===== config.mk =====
export PLATFORM = sky130hd
export DESIGN_NAME = sprite_pixel_engine
export DESIGN_NICKNAME = d
export VERILOG_FILES = /design/src/rtl/sprite_pixel_engine.sv
export SDC_FILE = /design/constraint.sdc
export NUM_CORES = 1
export LEC_CHECK = 0
export CAP_MARGIN = 40
export CORE_UTILIZATION = 27
export DETAILED_ROUTE_END_ITERATION = 8
export DONT_BUFFER_PORTS = 1
export PLACE_DENSITY = 0.44
export SETUP_SLACK_MARGIN = 0.15
export SYNTH_ARGS = -nofsm -noshare
export SYNTH_HDL_FRONTEND = slang
export SYNTH_SLANG_ARGS = --single-unit

===== constraint.sdc =====
create_clock -name clk -period 5.3 [get_ports clk]
set_input_delay 1.06 -clock clk [delete_from_list [all_inputs] [get_ports clk]]
set_output_delay 1.06 -clock clk [all_outputs]
set_load 0.02 [all_outputs]

===== src/rtl/sprite_pixel_engine.sv =====
// Four-slot sprite compositor around a 4-port sprite ROM.
// Three-clock pipeline: hit/address, ROM read, priority select.
module sprite_pixel_engine #(
    parameter int          SPR_W      = 16,
    parameter int          SPR_H      = 16,
    parameter int          COORD_W    = 11,
    parameter logic [23:0] TRANSP_KEY = 24'hFF00FF
) (
    input  logic               clk,
    input  logic               rst_n,
    input  logic               cfg_we,
    input  logic [1:0]         cfg_idx,
    input  logic [COORD_W-1:0] cfg_x,
    input  logic [COORD_W-1:0] cfg_y,
    input  logic [15:0]        cfg_base,
    input  logic               cfg_en,
    input  logic               frame_start,
    input  logic               in_valid,
    input  logic [COORD_W-1:0] in_x,
    input  logic [COORD_W-1:0] in_y,
    input  logic [23:0]        in_bg,
    input  logic               in_hsync,
    input  logic               in_vsync,
    output logic [15:0]        rom_addr0,
    output logic [15:0]        rom_addr1,
    output logic [15:0]        rom_addr2,
    output logic [15:0]        rom_addr3,
    input  logic [23:0]        rom_data0,
    input  logic [23:0]        rom_data1,
    input  logic [23:0]        rom_data2,
    input  logic [23:0]        rom_data3,
    output logic               out_valid,
    output logic [23:0]        out_rgb,
    output logic               out_hit,
    output logic [1:0]         out_slot,
    output logic               out_hsync,
    output logic               out_vsync
);

    localparam int SW_LOG = $clog2(SPR_W);
    localparam logic [COORD_W:0] SW_C = SPR_W[COORD_W:0];
    localparam logic [COORD_W:0] SH_C = SPR_H[COORD_W:0];

    logic [COORD_W-1:0] sh_x_q    [4];
    logic [COORD_W-1:0] sh_y_q    [4];
    logic [15:0]        sh_base_q [4];
    logic [3:0]         sh_en_q;
    logic [COORD_W-1:0] act_x_q   [4];
    logic [COORD_W-1:0] act_y_q   [4];
    logic [15:0]        act_base_q[4];
    logic [3:0]         act_en_q;

    always_ff @(posedge clk or negedge rst_n) begin
        if (!rst_n) begin
            for (int s = 0; s < 4; s++) begin
                sh_x_q[s]     <= '0;
                sh_y_q[s]     <= '0;
                sh_base_q[s]  <= '0;
                act_x_q[s]    <= '0;
                act_y_q[s]    <= '0;
                act_base_q[s] <= '0;
            end
            sh_en_q  <= '0;
            act_en_q <= '0;
        end else begin
            for (int s = 0; s < 4; s++) begin
                if (cfg_we && cfg_idx == 2'(s)) begin
                    sh_x_q[s]    <= cfg_x;
                    sh_y_q[s]    <= cfg_y;
                    sh_base_q[s] <= cfg_base;
                    sh_en_q[s]   <= cfg_en;
                end
                // A same-cycle write bypasses the shadow into the active set
                if (frame_start) begin
                    if (cfg_we && cfg_idx == 2'(s)) begin
                        act_x_q[s]    <= cfg_x;
                        act_y_q[s]    <= cfg_y;
                        act_base_q[s] <= cfg_base;
                        act_en_q[s]   <= cfg_en;
                    end else begin
                        act_x_q[s]    <= sh_x_q[s];
                        act_y_q[s]    <= sh_y_q[s];
                        act_base_q[s] <= sh_base_q[s];
                        act_en_q[s]   <= sh_en_q[s];
                    end
                end
            end
        end
    end

    logic [3:0]         hit_d;
    logic [15:0]        addr_d [4];
    logic [COORD_W-1:0] dx_d   [4];
    logic [COORD_W-1:0] dy_d   [4];
    logic [COORD_W:0]   px, py;

    // One extra coordinate bit keeps x+SPR_W from wrapping to the left edge
    always_comb begin
        px = {1'b0, in_x};
        py = {1'b0, in_y};
        for (int s = 0; s < 4; s++) begin
            dx_d[s]   = in_x - act_x_q[s];
            dy_d[s]   = in_y - act_y_q[s];
            hit_d[s]  = in_valid && act_en_q[s]
                     && px >= {1'b0, act_x_q[s]}
                     && px <  {1'b0, act_x_q[s]} + SW_C
                     && py >= {1'b0, act_y_q[s]}
                     && py <  {1'b0, act_y_q[s]} + SH_C;
            addr_d[s] = '0;
            if (hit_d[s])
                addr_d[s] = act_base_q[s]
                          + (16'(dy_d[s]) << SW_LOG)
                          + 16'(dx_d[s]);
        end
    end

    logic [15:0] rom_addr_q [4];
    logic [3:0]  s1_hit_q, s2_hit_q;
    logic        s1_valid_q, s2_valid_q;
    logic [23:0] s1_bg_q, s2_bg_q;
    logic        s1_hs_q, s2_hs_q, s1_vs_q, s2_vs_q;

    always_ff @(posedge clk or negedge rst_n) begin
        if (!rst_n) begin
            for (int s = 0; s < 4; s++) rom_addr_q[s] <= '0;
            s1_hit_q   <= '0;
            s1_valid_q <= 1'b0;
            s1_bg_q    <= '0;
            s1_hs_q    <= 1'b0;
            s1_vs_q    <= 1'b0;
            s2_hit_q   <= '0;
            s2_valid_q <= 1'b0;
            s2_bg_q    <= '0;
            s2_hs_q    <= 1'b0;
            s2_vs_q    <= 1'b0;
        end else begin
            for (int s = 0; s < 4; s++) rom_addr_q[s] <= addr_d[s];
            s1_hit_q   <= hit_d;
            s1_valid_q <= in_valid;
            s1_bg_q    <= in_bg;
            s1_hs_q    <= in_hsync;
            s1_vs_q    <= in_vsync;
            s2_hit_q   <= s1_hit_q;
            s2_valid_q <= s1_valid_q;
            s2_bg_q    <= s1_bg_q;
            s2_hs_q    <= s1_hs_q;
            s2_vs_q    <= s1_vs_q;
        end
    end

    assign rom_addr0 = rom_addr_q[0];
    assign rom_addr1 = rom_addr_q[1];
    assign rom_addr2 = rom_addr_q[2];
    assign rom_addr3 = rom_addr_q[3];

    logic [23:0] rd [4];
    logic [23:0] rgb_d;
    logic        hit_o_d;
    logic [1:0]  slot_d;

    assign rd[0] = rom_data0;
    assign rd[1] = rom_data1;
    assign rd[2] = rom_data2;
    assign rd[3] = rom_data3;

    // Walk from the lowest priority up so slot 0 wins last
    always_comb begin
        rgb_d   = '0;
        hit_o_d = 1'b0;
        slot_d  = '0;
        if (s2_valid_q) begin
            rgb_d = s2_bg_q;
            for (int s = 3; s >= 0; s--) begin
                if (s2_hit_q[s] && rd[s] != TRANSP_KEY) begin
                    rgb_d   = rd[s];
                    hit_o_d = 1'b1;
                    slot_d  = 2'(s);
                end
            end
        end
    end

    always_ff @(posedge clk or negedge rst_n) begin
        if (!rst_n) begin
            out_valid <= 1'b0;
            out_rgb   <= '0;
            out_hit   <= 1'b0;
            out_slot  <= '0;
            out_hsync <= 1'b0;
            out_vsync <= 1'b0;
        end else begin
            out_valid <= s2_valid_q;
            out_rgb   <= rgb_d;
            out_hit   <= hit_o_d;
            out_slot  <= slot_d;
            out_hsync <= s2_hs_q;
            out_vsync <= s2_vs_q;
        end
    end

endmodule


# [Yosys cells after proc, flatten, opt, wreduce, memory -nomap -nowiden]
# Cells that the tools add are included.
[classes] mux=35 n_lt_le_gt_ge=16 addsub=24 eq_ne=7 n_reduce_logical=29
[ops] operator="$mux W16" count=8
[ops] operator="$mux W24" count=5
[ops] operator="$add A11 B5 Y12 const B" count=8
[ops] operator="$lt A11 B12 Y1" count=8
[ops] operator="$ne A24 B24 Y1 const B" count=4
[ops] operator="$ge A11 B11 Y1" count=8
[ops] operator="$mux W11" count=8
[ops] operator="$sub A11 B11 Y11" count=8
[ops] operator="$add A16 B11 Y16" count=4
[ops] operator="$add A16 B15 Y16" count=4
[ops] operator="$logic_and A1 B1 Y1" count=28
[ops] operator="$mux W2" count=5
[ops] operator="$mux W1" count=9
[ops] operator="$eq A2 B2 Y1 const B" count=2
[ops] operator="$eq A2 B1 Y1 const B" count=1
[ops] operator="$logic_not A2 Y1" count=1
[totals] word_cells=157 ff_bits=468 input_bits=190 output_inout_bits=94

# [Logic depth before layout (Yosys ltp)]
# Gate-level depths: netlist of run 1.
[logic_depth] ltp_word=7 depth_mapped=21 mapped_depth_nobuf=21

# [Worst setup path before layout of run 1]
# OpenSTA, ideal clock, no wires.
[synth_timing] path_kind="input-to-reg" from="in in_x[0]" to="reg rom_addr_q (netlist bit rom_addr2[14])" setup_slack_ns=0.299 cell_stages=21 required_time_ns=5.179 n_path_buf=0 arrival_time_ns=4.879 setup_time_ns=0.121 cell_sequence="inv_1 > ha_1 > inv_1 > fa_1 > a21o_1 > a21oi_1 > o21bai_1 > a2111o_1 > a31o_2 > a21oi_1 > xor2_1 > fa_1 > inv_1 > ha_1 > o21ai_0 > nand2b_1 > a21oi_1 > nor2_1 > a221oi_1 > xor2_1 > nor2_1"
[synth_rtl] item="from (decl)" line="19" source="input logic [COORD_W-1:0] in_x,"
[synth_rtl] item="to (decl)" line="117" source="logic [15:0] rom_addr_q [4];"

==> impl_results.md, run 1 <==
* Via count at 19100
* TritonCTS clock tree: built
* Hold buffers post-CTS at 0
* CP max-delay cell: fa_1
* Num CTS Buffers at 56
* Synth top cells by count: dfrtp_1, inv_1, ha_1
* Critical path, cell by cell: inv_1 > buf_4 > ha_1 > inv_1 > fa_1 > a21o_1 > a21oi_1 > nor2_1 > o31ai_1 > nand2b_1 > a21oi_1 > xor2_1 > fa_1 > inv_1 > ha_1 > a21o_1 > a21o_1 > a221oi_1 > a21boi_1 > o21ai_0 > xnor2_1 > nor2_1
* Worst Tran Pin Value at 2.13 ns
* Routed len/inst at 22.2 um
* Area of the die at 0.0999 mm2
* Placed Area at 0.0284 mm2
* Leak Pwr at 13.8 nW
* Worst slew margin at -41.7%
* Final number of setup-violating endpoints at 0
* Initial Util at 27.4%
* Fillcell total at 9990
* Synthesized cell area at 0.0266 mm2
* Post-Route Skew at 0.0310 ns
* Router iterations before antenna repair at 5
* Multi-input combinational cell area at 0.0138 mm2
* Synth area leaders: dfrtp_1, ha_1, mux2_2, o21ai_0, inv_1
* CP Launch Type: primary input
* Most frequently used flop master after synthesis: dfrtp_1
* Nets@finish at 3038
* CP required at 5.77 ns
* Via/cell ratio at 4.90
* PD cells at 511 mW/mm2
* Detailed-route wire length at 86800 um
* Drt drc at 0
* Post-synth EDFFs at 0
* VDD IR max at 250 uV
* Total GRT Usage at 17.2%
* Failing checks: max-slew violations
* Outcome: finished with violations
* Initial antenna violation count at 17
* Final Util at 31.5%
* Most common cell in the netlist: dfrtp_1
* Total Power at 15.6 mW
* Ys async rst share at 100%
* Post-route cell area at 0.0306 mm2
* HPWL after detailed placement at 63000 um
* Rows at 114
* Fmax at 204 MHz
* Final ANT Viol Nets at 0
* Clk slew on worst S/H paths at 0.06 ns
* Critical path capture point type: flop
* Critical path class: in -> reg
* Max-slew violations at 232
* Mapped Nets at 2988
* RSZ-0062 raised after global routing: no
* Maxcap violations at 0
* CP bufs+invs at 4
* Period minus WS final at 4.91 ns
* Syn Inst Count at 2518
* Synthesis warning total at 0
* Leading area contributor after synthesis: dfrtp_1
* Critical path's top delay family: compound AO/OA/AOI/OAI gates
* Htree depth at 2
* Core Area at 0.0973 mm2
* Critical Path Max Stage Delay at 0.45 ns
* Clk Latency, worst-skew pair at 0.64 ns
* Max clock buf depth at 3
* Vias in the first global route at 19900
* Final std cells w/o fill at 3906
* Area delta synth->final at 14.9%
* Seq/Total Area, Yosys at 44.0%
* Total grt overflow at 0
* Largest net degree at the start of global routing at 469
* Die height at 316 um
* Layout cell share with drive strength beyond 1 at 14.8%
* Root Driver: clkbuf_16
* Placed cells at 3786
* Worst-path maximum fanout at 3
* Top-level port count at 284
* GPL Wtd Cong at 0.869
* Share of the synthesized area in the top cell type at 44.0%
* Endpoints failing hold at 0
* Drt initial violations at 1108
* Sequential cell area at 0.0117 mm2
* Critical Path AT at 5.38 ns
* Avg Cell Area, Syn at 10.6 um2
* I/O Buffers at 0
* Synth Register Bits at 468
* Hold WC Path Type: in -> async
* Clk sink count at 468
* Final worst-path cycle share at 92.6%
* Synth cell types at 69
* Overall die width at 316 um
* First-pass GRT wire length at 128000 um
cell type report:
class	instances	area share, %
Antenna cell	16	0.131
Clock buffer	80	5.50
Clock inverter	24	1.39
Inverter	243	2.98
Multi-Input combinational cell	1736	44.9
Sequential cell	468	38.3
Tap cell	1276	5.22
Timing Repair Buffer	63	1.57
where the power goes:
part / internal (mW) / switching (mW) / leakage [nW]
logic: 3.20 / 3.67 / 6.99
registers: 4.09 / 0.290 / 5.76
clock network: 2.74 / 1.64 / 1.03
total: 10.0 / 5.60 / 13.8
state kept, by name, summed over array words and instances (netlist names), 24 cells and up:
| name | count |
|---|---|
| act_base_q | 64 |
| sh_base_q | 64 |
| s1_bg_q | 24 |
| act_x_q | 44 |
| sh_x_q | 44 |
| s2_bg_q | 24 |
| act_y_q | 44 |
| out_rgb | 24 |
| sh_y_q | 44 |
metal layers:
metal	track usage, %	wire length [um]	up-vias
met5	0	37	-
met4	5.80	2810	6
met3	4.81	6500	139
met2	28.8	40600	509
met1	21.2	36800	9491
li1	-	-	9002
stage by stage:
step	setup slack, ns	hold slack (ns)	setup TNS (ns)
global placement	-0.218	0.332	-1.43
finish	0.392	0.151	0
floorplan	0.299	0.331	0
CTS	0.430	0.0918	0
detailed placement	-0.223	0.335	-1.58
global route	0.171	0.0984	0
cell families (layout without fill, tap and decap cells):
group,after synthesis,in the layout,synth area share (%)
AO/OA/AOI/OAI,555,555,13.2
XOR/XNOR,131,131,4.31
adder cells (fa/ha/maj),280,280,14.3
buffers and inverters,314,410,4.60
flip-flops,468,468,44.0
multiplexers,236,236,9.84
other,0,16,0
AND/OR/NAND/NOR,534,534,9.76
final timing paths:
path	from	to	slack [ns]	depth (start not counted)
setup / recovery	in_x[0]	rom_addr1[15]$_DFF_PN0_	0.39	22
hold / removal	rst_n	out_rgb[21]$_DFF_PN0_	0.15	0
setup reg to reg	act_x_q[11]$_DFFE_PN0P_	rom_addr2[15]$_DFF_PN0_	0.70	19
hold reg to reg	s1_valid_q$_DFF_PN0_	s2_valid_q$_DFF_PN0_	0.35	0
max in group asynchronous	rst_n	sh_base_q[40]$_DFF_PN0_	3.46	0
min in group clk	s1_valid_q$_DFF_PN0_	s2_valid_q$_DFF_PN0_	0.35	0
cell usage in the layout (no fill, tap or decap), drive strengths merged, types with 27 or more instances in the layout:
cell type,count
nand3,44
o21ai,191
inv,245
ha,240
a21oi,111
o211ai,34
clkbuf,80
nor2b,27
dfrtp,468
o21a,30
a21o,42
xnor2,84
nand2,187
nor2,86
mux2,208
fa,40
a31oi,32
buf,62
xor2,47
nor3,62
mux2i,28
repair_timing:
action	4_1_cts	5_1_grt
setup buffers	0	0
setup endpoints to repair	0	3
endpoints found under the hold margin	0	0
gates resized for setup	0	2
Note: power is estimated with default switching activity, not from simulation.
==> run 2, diff against run 1 <==
Settings changed: CORE_MARGIN set to 2, MAX_ROUTING_LAYER set to met4, REMOVE_ABC_BUFFERS set to 1.
==> run 2 against run 1 <==
Compared with the run above: the run still ends with max-slew violations left; first-iteration DRC count shrank 5.1%; largest power group unchanged; final cell count rose by 0.31%; critical path type unchanged; total power is 0.36% higher; die area increased by 1.3%; wire length fell by 8.4%; final area about the same; global-route usage down 1.1 points.
==> impl_results.md, run 2 (synthesis gave the netlist of run 1 again) <==
* Outcome: finished with violations (unchanged)
* Failing checks: max-slew violations (unchanged)
* Area of the die at 0.101 mm2 (was 0.0999 mm2)
* VDD IR max at 268 uV (was 250 uV)
* Fmax at 206 MHz (was 204 MHz)
* Die height at 318 um (was 316 um)
* Hold WC Path Type: in -> async (unchanged)
* Max clock buf depth at 3 (unchanged)
* Via count at 18800 (was 19100)
* RSZ-0062 raised after global routing: yes (was no)
* HPWL after detailed placement at 59200 um (was 63000 um)
* PD cells at 512 mW/mm2 (was 511 mW/mm2)
* Max-slew violations at 148 (was 232)
* Drt drc at 0 (unchanged)
* Router iterations before antenna repair at 7 (was 5)
* Top-level port count at 284 (unchanged)
* Worst-path maximum fanout at 3 (unchanged)
* Reg2Reg Setup Slack at 0.81 ns (was 0.70 ns)
* Reg2reg start: act_x_q[11]$_DFFE_PN0P_ (unchanged)
* Routed len/inst at 20.3 um (was 22.2 um)
* Total GRT Usage at 16.1% (was 17.2%)
* Rows at 115 (was 114)
* Leak Pwr at 13.8 nW (about the same)
* Cell internal pwr at 9.94 mW (was 10.0 mW)
* Total grt overflow at 0 (unchanged)
* Final Util at 31.2% (was 31.5%)
* CP Launch Type: primary input (unchanged)
* Final number of setup-violating endpoints at 0 (unchanged)
* Post-Route Skew at 0.0236 ns (was 0.0310 ns)
* Core Area at 0.0981 mm2 (was 0.0973 mm2)
* Endpoints failing hold at 0 (unchanged)
* I/O Buffers at 0 (unchanged)
* Commonest non-fill, non-tap cells in the layout: dfrtp_1, inv_1, ha_1 (unchanged)
* Area delta synth->final at 15.0% (was 14.9%)
* R2R depth at 19 (unchanged)
* Top Layer Used: met4 (was met5)
* Wire length on met2 at 38100 um (was 40600 um)
* Critical path capture point type: flop (unchanged)
* Worst Setup SP: in_x[0] (unchanged)
* Drt initial violations at 1052 (was 1108)
* Final ANT Viol Nets at 0 (unchanged)
* Overall die width at 318 um (was 316 um)
* Switching power share of the total at 36.6% (was 35.8%)
* Largest net degree at the start of global routing at 469 (unchanged)
* Met3 wire len at 5520 um (was 6500 um)
* Root Driver: clkbuf_16 (unchanged)
* Nets@finish at 3051 (was 3038)
* TritonCTS clock tree: built (unchanged)
* Final std cells w/o fill at 3918 (was 3906)
* Layout cell share with drive strength beyond 1 at 15.2% (was 14.8%)
* Setup ws final at 0.447 ns (was 0.392 ns)
* Period minus WS final at 4.85 ns (was 4.91 ns)
* Initial Util at 27.1% (was 27.4%)
* Clk Latency, worst-skew pair at 0.65 ns (was 0.64 ns)
* Clock share of power at 27.4% (was 28.0%)
* Via/cell ratio at 4.81 (was 4.90)
* Wire length on met1 at 33700 um (was 36800 um)
* Sequential share of power at 27.9% (was 28.0%)
* First-pass GRT wire length at 121000 um (was 128000 um)
* Maxcap violations at 0 (unchanged)
* GPL Wtd Cong at 0.851 (was 0.869)
* Critical path class: in -> reg (unchanged)
* Initial antenna violation count at 5 (was 17)
* Num CTS Buffers at 59 (was 56)
* Worst slew margin at -27.9% (was -41.7%)
* Clk sink count at 468 (unchanged)
* Commonest non-fill, non-tap cell in the layout: dfrtp_1 (unchanged)
* R2R Path End: rom_addr2[15]$_DFF_PN0_ (unchanged)
* Largest registers: act_base_q: 64 flops, sh_base_q: 64 flops (unchanged)
* Net Switching at 5.75 mW (was 5.60 mW)
* Critical Path AT at 5.39 ns (was 5.38 ns)
* Fillcell total at 10000 (was 9990)
* Placed cells at 3807 (was 3786)
* CP required at 5.83 ns (was 5.77 ns)
* Detailed-route wire length at 79600 um (was 86800 um)
* Pre-CTS setup slack at -0.355 ns (was -0.223 ns)
* Htree depth at 2 (unchanged)
* Worst Tran Pin Value at 1.92 ns (was 2.13 ns)
* Final worst-path cycle share at 91.6% (was 92.6%)
* Vias in the first global route at 19300 (was 19900)
* Logic pwr share at 44.7% (was 43.9%)
* Clk slew on worst S/H paths at 0.07 ns (was 0.06 ns)
run 2: cell count changes in the layout (fill, tap and decap cells not counted), moves of 7 or more:
cell	before	now
buf_4	60	71
clkbuf_8	17	9
clkinvlp_4	3	10
diode_2	16	6
run 2: per-layer routing:
layer | up-vias | GRT usage [%]
li1 | 9018 | -
met1 | 9279 | 19.2
met2 | 440 | 26.1
met3 | 98 | 4.60
met4 | 0 | 5.34
met5 | - | -
run 2: area by class of cell:
| type | instances | area (um2) | share of cell area [%] |
|---|---|---|---|
| antenna | 6 | 15.0 | 0.0490 |
| timing repair buffer | 73 | 572 | 1.87 |
| tap | 1287 | 1610 | 5.26 |
| sequential | 468 | 11700 | 38.2 |
| clock buffer | 73 | 1620 | 5.29 |
| multi-input combinational | 1736 | 13800 | 44.9 |
| clock inverter | 32 | 435 | 1.42 |
| inverter | 243 | 912 | 2.98 |
run 2: how the worst max path moves through the flow:
stage / slack [ns] / depth (start not counted) / to
global placement: -0.34 / 22 / rom_addr1[15]$_DFF_PN0_
global route: 0.12 / 22 / rom_addr1[15]$_DFF_PN0_
detailed placement: -0.36 / 22 / rom_addr1[15]$_DFF_PN0_
finish: 0.45 / 22 / rom_addr1[15]$_DFF_PN0_
CTS: 0.32 / 22 / rom_addr1[15]$_DFF_PN0_
floorplan: 0.26 / 21 / rom_addr2[14]$_DFF_PN0_
run 2: through the flow:
step | hold slack, ns | area, um2 | TNS, ns | total power, mW
after global placement | 0.332 | 28500 | -1.20 | 11.3
after floorplan | 0.331 | 26300 | 0 | 9.44
after detailed placement | 0.336 | 28500 | -1.70 | 11.4
final | 0.125 | 30600 | 0 | 15.7
after CTS | 0.0550 | 30600 | 0 | 15.9
after global routing | 0.0673 | 30600 | 0 | 17.0
run 2: what timing repair did:
item | in CTS | in global routing
setup buffers | 0 | 0
hold buffers | 0 | 0
endpoints found under the hold margin | 0 | 0
resized for setup | 0 | 3
endpoints found under the setup margin | 0 | 4
run 2: power groups by stage:
stage	logic, mW	clock network (mW)	registers, mW
global placement	6.88	0	4.42
finish	7.02	4.30	4.37
global route	7.95	4.60	4.43
detailed placement	6.96	0	4.44
CTS	7.03	4.46	4.37
floorplan	5.08	0	4.36
run 2: critical path, stage by stage:
cell and delay [ns]:
inv_1 0.19, buf_4 0.17, ha_1 0.16, inv_1 0.05, fa_1 0.40, a21o_1 0.17, a21oi_1 0.26, nor2_1 0.10
o31ai_1 0.27, nand2b_1 0.09, a21oi_1 0.18, xor2_1 0.29, fa_1 0.46, inv_1 0.07, ha_1 0.25, a21o_1 0.16
a21o_1 0.17, a221oi_1 0.22, a21boi_1 0.25, o21ai_0 0.14, xnor2_1 0.18, nor2_1 0.07
